## src/rtl/reset_sequencer_n_if.sv

```systemverilog
// Request/reset-output bundle for reset_sequencer_n.
// The master issues reset requests and the slave drives the staged active-low resets.
interface reset_sequencer_n_if #(
    parameter int unsigned N_OUT = 4
);
    logic             I_req;
    logic [N_OUT-1:0] O_rstn;
    logic             O_busy;
    logic             O_done;

    modport master (output I_req, input O_rstn, input O_busy, input O_done);
    modport slave  (input I_req, output O_rstn, output O_busy, output O_done);
endinterface

```

## src/rtl/reset_sequencer_n.sv

```systemverilog
// Staged reset release: hold every active-low output low, then release them LSB first
// at fixed intervals. A request or RESET restarts the whole sequence.
module reset_sequencer_n #(
    parameter int unsigned N_OUT       = 4,
    parameter int unsigned HOLD_CYCLES = 16,
    parameter int unsigned STEP_CYCLES = 4
) (
    input  logic                CLK,
    input  logic                RESET,
    reset_sequencer_n_if.slave  bus
);
    localparam int unsigned MAX_CNT = (HOLD_CYCLES > STEP_CYCLES) ? HOLD_CYCLES : STEP_CYCLES;
    localparam int unsigned CNT_W   = $clog2(MAX_CNT + 1);
    localparam int unsigned STG_W   = $clog2(N_OUT + 1);

    typedef enum logic [1:0] {
        ST_ASSERT  = 2'd0,
        ST_RELEASE = 2'd1,
        ST_DONE    = 2'd2
    } state_t;

    state_t           state_q, state_n;
    logic [CNT_W-1:0] cnt_q, cnt_n;
    logic [STG_W-1:0] stage_q, stage_n;
    logic [N_OUT-1:0] rstn_q, rstn_n;
    logic             done_q, done_n;
    logic             busy_q;

    logic hold_hit;
    logic step_hit;
    logic last_stage;

    assign hold_hit   = (cnt_q == CNT_W'(HOLD_CYCLES - 1));
    assign step_hit   = (cnt_q == CNT_W'(STEP_CYCLES - 1));
    assign last_stage = (stage_q == STG_W'(N_OUT - 1));

    // State register
    always_ff @(posedge CLK) begin
        if (RESET) begin
            state_q <= ST_ASSERT;
        end else begin
            state_q <= state_n;
        end
    end

    // Next-state logic; a request overrides everything except RESET
    always_comb begin
        state_n = state_q;
        if (bus.I_req) begin
            state_n = ST_ASSERT;
        end else begin
            case (state_q)
                ST_ASSERT: begin
                    if (hold_hit) begin
                        state_n = (N_OUT == 1) ? ST_DONE : ST_RELEASE;
                    end
                end
                ST_RELEASE: begin
                    if (step_hit && last_stage) begin
                        state_n = ST_DONE;
                    end
                end
                ST_DONE:  state_n = ST_DONE;
                default:  state_n = ST_ASSERT;
            endcase
        end
    end

    // Next values of counter, stage index and the registered outputs
    always_comb begin
        cnt_n   = cnt_q;
        stage_n = stage_q;
        rstn_n  = rstn_q;
        if (bus.I_req) begin
            cnt_n   = '0;
            stage_n = '0;
            rstn_n  = '0;
        end else begin
            case (state_q)
                ST_ASSERT: begin
                    rstn_n = '0;
                    if (hold_hit) begin
                        cnt_n     = '0;
                        rstn_n[0] = 1'b1;
                        stage_n   = STG_W'(1);
                    end else begin
                        cnt_n = cnt_q + CNT_W'(1);
                    end
                end
                ST_RELEASE: begin
                    if (step_hit) begin
                        cnt_n   = '0;
                        stage_n = stage_q + STG_W'(1);
                        // Release exactly the bit addressed by the current stage
                        for (int k = 0; k < N_OUT; k++) begin
                            if (stage_q == STG_W'(k)) begin
                                rstn_n[k] = 1'b1;
                            end
                        end
                    end else begin
                        cnt_n = cnt_q + CNT_W'(1);
                    end
                end
                default: begin
                    cnt_n = cnt_q;
                end
            endcase
        end
        done_n = (state_n == ST_DONE);
    end

    // Datapath and output registers
    always_ff @(posedge CLK) begin
        if (RESET) begin
            cnt_q   <= '0;
            stage_q <= '0;
            rstn_q  <= '0;
            done_q  <= 1'b0;
            busy_q  <= 1'b1;
        end else begin
            cnt_q   <= cnt_n;
            stage_q <= stage_n;
            rstn_q  <= rstn_n;
            done_q  <= done_n;
            busy_q  <= ~done_n;
        end
    end

    assign bus.O_rstn = rstn_q;
    assign bus.O_done = done_q;
    assign bus.O_busy = busy_q;
endmodule

```

## src/flat_wrapper.sv

```systemverilog
// flat-port wrapper written by rule: the top's interface ports become plain ports
module reset_sequencer_n_flat 
#(
    parameter int unsigned N_OUT       = 4,
    parameter int unsigned HOLD_CYCLES = 16,
    parameter int unsigned STEP_CYCLES = 4
)
  (CLK, RESET, bus_I_req, bus_O_rstn, bus_O_busy, bus_O_done);
  reset_sequencer_n_if #(.N_OUT(N_OUT)) bus_i ();
  input  logic CLK;
  input  logic RESET;
  input wire logic [$bits(bus_i.I_req)-1:0] bus_I_req;
  output wire logic [$bits(bus_i.O_rstn)-1:0] bus_O_rstn;
  output wire logic [$bits(bus_i.O_busy)-1:0] bus_O_busy;
  output wire logic [$bits(bus_i.O_done)-1:0] bus_O_done;
  assign bus_i.I_req = bus_I_req;
  assign bus_O_rstn = bus_i.O_rstn;
  assign bus_O_busy = bus_i.O_busy;
  assign bus_O_done = bus_i.O_done;
  reset_sequencer_n #(.N_OUT(N_OUT), .HOLD_CYCLES(HOLD_CYCLES), .STEP_CYCLES(STEP_CYCLES)) u_core (.CLK(CLK), .RESET(RESET), .bus(bus_i));
endmodule
```

## config.mk

```make
export PLATFORM = sky130hd
export DESIGN_NAME = reset_sequencer_n_flat
export DESIGN_NICKNAME = d
export VERILOG_FILES = /design/src/rtl/reset_sequencer_n_if.sv /design/src/rtl/reset_sequencer_n.sv /design/src/flat_wrapper.sv
export SDC_FILE = /design/constraint.sdc
export NUM_CORES = 1
export LEC_CHECK = 0
export BUFFER_PORTS_ARGS = -buffer_cell sky130_fd_sc_hd__buf_2
export CAP_MARGIN = 20
export CORE_MARGIN = 2
export CORE_UTILIZATION = 55
export CTS_BUF_LIST = sky130_fd_sc_hd__clkbuf_2 sky130_fd_sc_hd__clkbuf_4 sky130_fd_sc_hd__clkbuf_8
export CTS_CLUSTER_DIAMETER = 80
export CTS_CLUSTER_SIZE = 20
export DETAILED_ROUTE_END_ITERATION = 16
export GPL_ROUTABILITY_DRIVEN = 0
export PLACE_DENSITY_LB_ADDON = 0.25
export SLEW_MARGIN = 0
export SYNTH_ARGS = -nofsm -noshare
export SYNTH_HDL_FRONTEND = slang
export SYNTH_SLANG_ARGS = --single-unit
```

## constraint.sdc

```tcl
create_clock -name CLK -period 2.11 [get_ports CLK]
set_clock_uncertainty 0.2 [all_clocks]
set_input_delay 0.422 -clock CLK [delete_from_list [all_inputs] [get_ports CLK]]
set_output_delay 0.422 -clock CLK [all_outputs]
set_load 0.1 [all_outputs]
```

* Yosys cells after proc, flatten, opt, wreduce, memory -nomap -nowiden *
Cells that the tools add are included.

word-level totals
  flip-flop bits (word level) = 16
  logic and storage cells = 53

operators by class
  $add $sub $neg = 2
  equal/unequal tests = 14
  mux-type cells = 17
  bitwise operators = 1
  reductions and logical operators = 10

operator list
  kind                   number
  $reduce_and A3 Y1      5
  $ne A2 B1 Y1 const B   6
  $mux W5                2
  $pmux W5 S2            1
  $pmux W4 S2            1
  $eq A3 B2 Y1 const B   2
  $mux W2                3
  $mux W3                2
  $pmux W2 S3            1
  $pmux W3 S2            1
  $add A5 B1 Y5 const B  1
  $eq A5 B2 Y1 const B   1
  $eq A5 B4 Y1 const B   1
  $mux W1                5
  $eq A2 B2 Y1 const B   2
  $mux W4                1
  $add A3 B1 Y3 const B  1
  $eq A3 B1 Y1 const B   1
  $logic_not A3 Y1       1
  $eq A2 B1 Y1 const B   1
  $logic_not A2 Y1       1
  $reduce_bool A2 Y1     1
  $reduce_or A2 Y1       1
  $logic_and A1 B1 Y1    1
  $not A1 Y1             1

* Longest topological paths before layout *
  depth after elaboration = 7
  depth in mapped cells = 6
  gate-level depth less buffers = 6

* Least setup slack after synthesis *
No wires, ideal clock.

  path type = flip-flop to flip-flop
  start = reg u_core.cnt_q[0]
  end = reg u_core.stage_q[0]
  data arrival time = 1.302 ns
  path slack = 0.488 ns
  stages on the path, launching flop included = 7
  path buffers = 0
  path through = dfxtp_1 -> ha_1 -> and3_1 -> ha_1 -> o21ba_2 -> o21ai_0 -> a21oi_1

between the ends
  word-level cells in the longest chain between the ends = 3
  elaborated cells on any way between the ends = 5
  classes of those cells = eq/ne (4); reduce/logical (1)

RTL lines
  item                                          line                                              RTL
  from (decl)                                   reset_sequencer_n.sv:23                           logic [CNT_W-1:0] cnt_q, cnt_n;
  from (signal assigned)                        reset_sequencer_n.sv:121                          cnt_q <= cnt_n;
  $eq A5 B4 Y1 or $eq A5 B2 Y1 (tied branches)  reset_sequencer_n.sv:33, reset_sequencer_n.sv:34
  $ne A2 B1 Y1 (no line)                        -
  $reduce_and A3 Y1 (no line) *                 -
  to (signal assigned)                          reset_sequencer_n.sv:122                          stage_q <= stage_n;
  to (decl)                                     reset_sequencer_n.sv:24                           logic [STG_W-1:0] stage_q, stage_n;

Mark *: on every way between the ends. The rest lies on a longest branch, timed or not.
A chain may end at the register's enable or synchronous reset.

* Worst setup path in the final report *
Same ends and word-level chain as after synthesis.

==> flow_summary.toml <==
[run_status]
status = "finished clean"

[synth]
yosysTopAreaCell = "dfxtp_1"
ys_async_sr_fraction_pct = 0
synthCells = 92
ys_seq_area_share_pct = 37.54
synth_top_area_share_pct = 37.54
syn_avg_cell_area_sq_um = 9.275
ys_top_cells_by_count = "16 x dfxtp_1, 8 x ha_1, 7 x inv_1, 7 x nor2_1"
ys_warn_count = 0
synth_area_sq_um = 853.3
synth_enable_flop_cells = 0
synth_area_leaders = "dfxtp_1 38%, ha_1 12%, inv_1 3.1%, nor2_1 3.1%, nor4b_4 2.8%"
syn_nets = 103
yosysUniqueCellTypes = 36
synth_most_common_cell = "dfxtp_1"
ys_seq_elements = 16
synthFlopType = "dfxtp_1"

[clock_tree]
postCtsSetupBuffers = 0
clock-sinks = 16
clk_pin_slew_worst_paths_ps = 80
ctsHoldBuffers = 0
insertion_delay_ps = 290
cts_tree = "yes"
root_buffer = "clkbuf_4"
post_cts_resized = 0
h-tree-depth = 1
clock_tree.buffer_depth = 2
cts_buffers = 3

[die]
die_height_um = 43.39
core_area_sq_um = 1471
io_pins = 9
die-area_sq_um = 1883
start_util_pct = 57.99
num_rows = 14
die_x_um = 43.39

[grt]
grt_first_pass_wirelength_um = 2787
grt_usage_pct = 20.40
grt_overflow = 0
grt_max_degree = 14
grt_pass1_vias = 622
antenna_found_initial = 0

[layout]
drive_gt1_share_pct = 20.00
area_growth_pct = 7.918
nNetsFinal = 113
n_antenna_cell = 0
utilization_pct = 62.59

[placement]
hpwlAfterDp_um = 1226
dpl_worst_slack_ps = 339.0
portBuffers = 8

[timing]
setup-violations-final = 0
final.setup.tns_ps = 0
min_period_ps = 1775
grt_setup_unrepaired = "no"
final_hold_viol_count = 0
min_period_over_period_pct = 84.13
timing.fmax_ghz = 0.5633
tightest_slew_ps = 488.0
layout_setup_ws_ps = 334.8
slew_headroom_pct = 67.69
slew_violations = 0

[worst_hold_path]
hp-start = "u_core.bus.O_rstn[1]"
min-delay-path-class = "reg2reg"
whs_path_depth = 1
min_to = "u_core.bus.O_rstn[1]"

[power_and_ir_drop]
peakVddDrop_uv = 393.4
pwr-share-comb_pct = 3.7
seq_power_share_pct = 63.6
net-switching-power_w = 0.0001029
clock_power_share_pct = 32.7
power_leakage_nw = 0.3604
p_per_area_nw_per_um2 = 521.4
p_sw_share_pct = 21.42
power.internal_w = 0.0003773

[critical_path]
worst_ep_required_time_ps = 2070
crit_family = "adder cells"
crit_type = "reg2reg"
r2r_slack_ps = 330
arrival_ps = 1740
crit_path_cell_trace = "ha_1 > and3_1 > ha_1 > o21ba_2 > o21ai_0 > a21oi_1"
cp_common_cell = "ha_1"
worstReg2RegEnd = "u_core.stage_q[0]"
cp_num_buf_inv = 0
worst_r2r_path_depth = 6
worstReg2RegStart = "u_core.cnt_q[0]"
worst_setup_path_start_kind = "flop"
cp_max_fo = 5
crit_slowest_cell = "dfxtp_1"
end_kind = "flop"
slowest_delay_ps = 340

[detailed_routing]
wl_per_cell_um = 14.19
wl_um = 1646
drcViolationCount = 0
drtAntennaViolNets = 0
num_vias = 656
firstDrtPassIters = 4
viasPerCell = 5.655
drt_iter0_markers = 8

[job]
drv_cap = 0
[logic make-up after synthesis]
group	share of synthesized area, %
compound gates	16.86
xor+xnor	2.053
fa+ha+maj	11.73
buf+inv	6.598
flops	37.54
mux	2.493
simple gates	22.73
[worst max-delay path by stage]
stage / slack (ps) / cells after the start / to / startpoint
floorplan: 490 / 6 / u_core.stage_q[0] / u_core.cnt_q[0]
global placement: 400 / 6 / u_core.stage_q[0] / u_core.cnt_q[0]
detailed placement: 340 / 6 / u_core.stage_q[0] / u_core.cnt_q[0]
CTS: 330 / 6 / u_core.stage_q[0] / u_core.cnt_q[0]
global route: 220 / 6 / u_core.stage_q[0] / u_core.cnt_q[0]
finish: 330 / 6 / u_core.stage_q[0] / u_core.cnt_q[0]
[placed cells by master, fill, tap and decap left out, drive strengths merged, types with 2 or more instances in the layout]
cell type / instances
dfxtp: 16
buf: 10
ha: 8
inv: 7
nor2: 7
nor3: 5
o21ai: 4
nand2: 4
nand4: 3
clkbuf: 3
nor2b: 2
o21a: 2
nand2b: 2
a21oi: 2
a21o: 2
and2: 2
a31oi: 2
o22ai: 2
nand3: 2
and3: 2
[flip-flops by register name (all words and copies together) (netlist names)]
signal,cells
u_core.bus.O_done,1
u_core.bus.O_rstn,4
u_core.stage_q,3
u_core.state_q,2
u_core.bus.O_busy,1
u_core.cnt_q,5
[through the flow]
| stage | instance area, sq um | hold WS [ps] | std cells | power [W] |
|---|---|---|---|---|
| finish | 920.9 | 270.7 | 116 | 0.0004801 |
| floorplan | 853.3 | 263.0 | 92 | 0.0003245 |
| detailed placement | 898.4 | 251.4 | 113 | 0.0003300 |
| CTS | 920.9 | 271.4 | 116 | 0.0004838 |
| global placement | 898.4 | 262.1 | 113 | 0.0003296 |
| global route | 920.9 | 283.4 | 116 | 0.0004924 |
[power by group through the flow]
stage,clock network (W),registers (W),logic [W]
floorplan,0,0.000312,0.0000125
global placement,0,0.000312,0.0000174
detailed placement,0,0.000312,0.0000176
CTS,0.000161,0.000305,0.0000177
global route,0.000167,0.000306,0.0000200
finish,0.000157,0.000305,0.0000176
[metal layers]
layer	part of all wire (%)	vias to the layer above	GRT usage [%]
li1	-	340	-
met1	45	299	23.30
met2	49	12	34.93
met3	2.9	5	2.500
met4	2.8	0	14.55
met5	0	-	0
[cell type report]
type	count	area, sq um
fill	149	550.5
multi-input combinational	64	476.7
sequential	16	320.3
timing repair buffer	10	55.05
inverter	7	26.28
clock buffer	3	22.52
tap	16	20.02
Power figures use the tool's default switching activity.
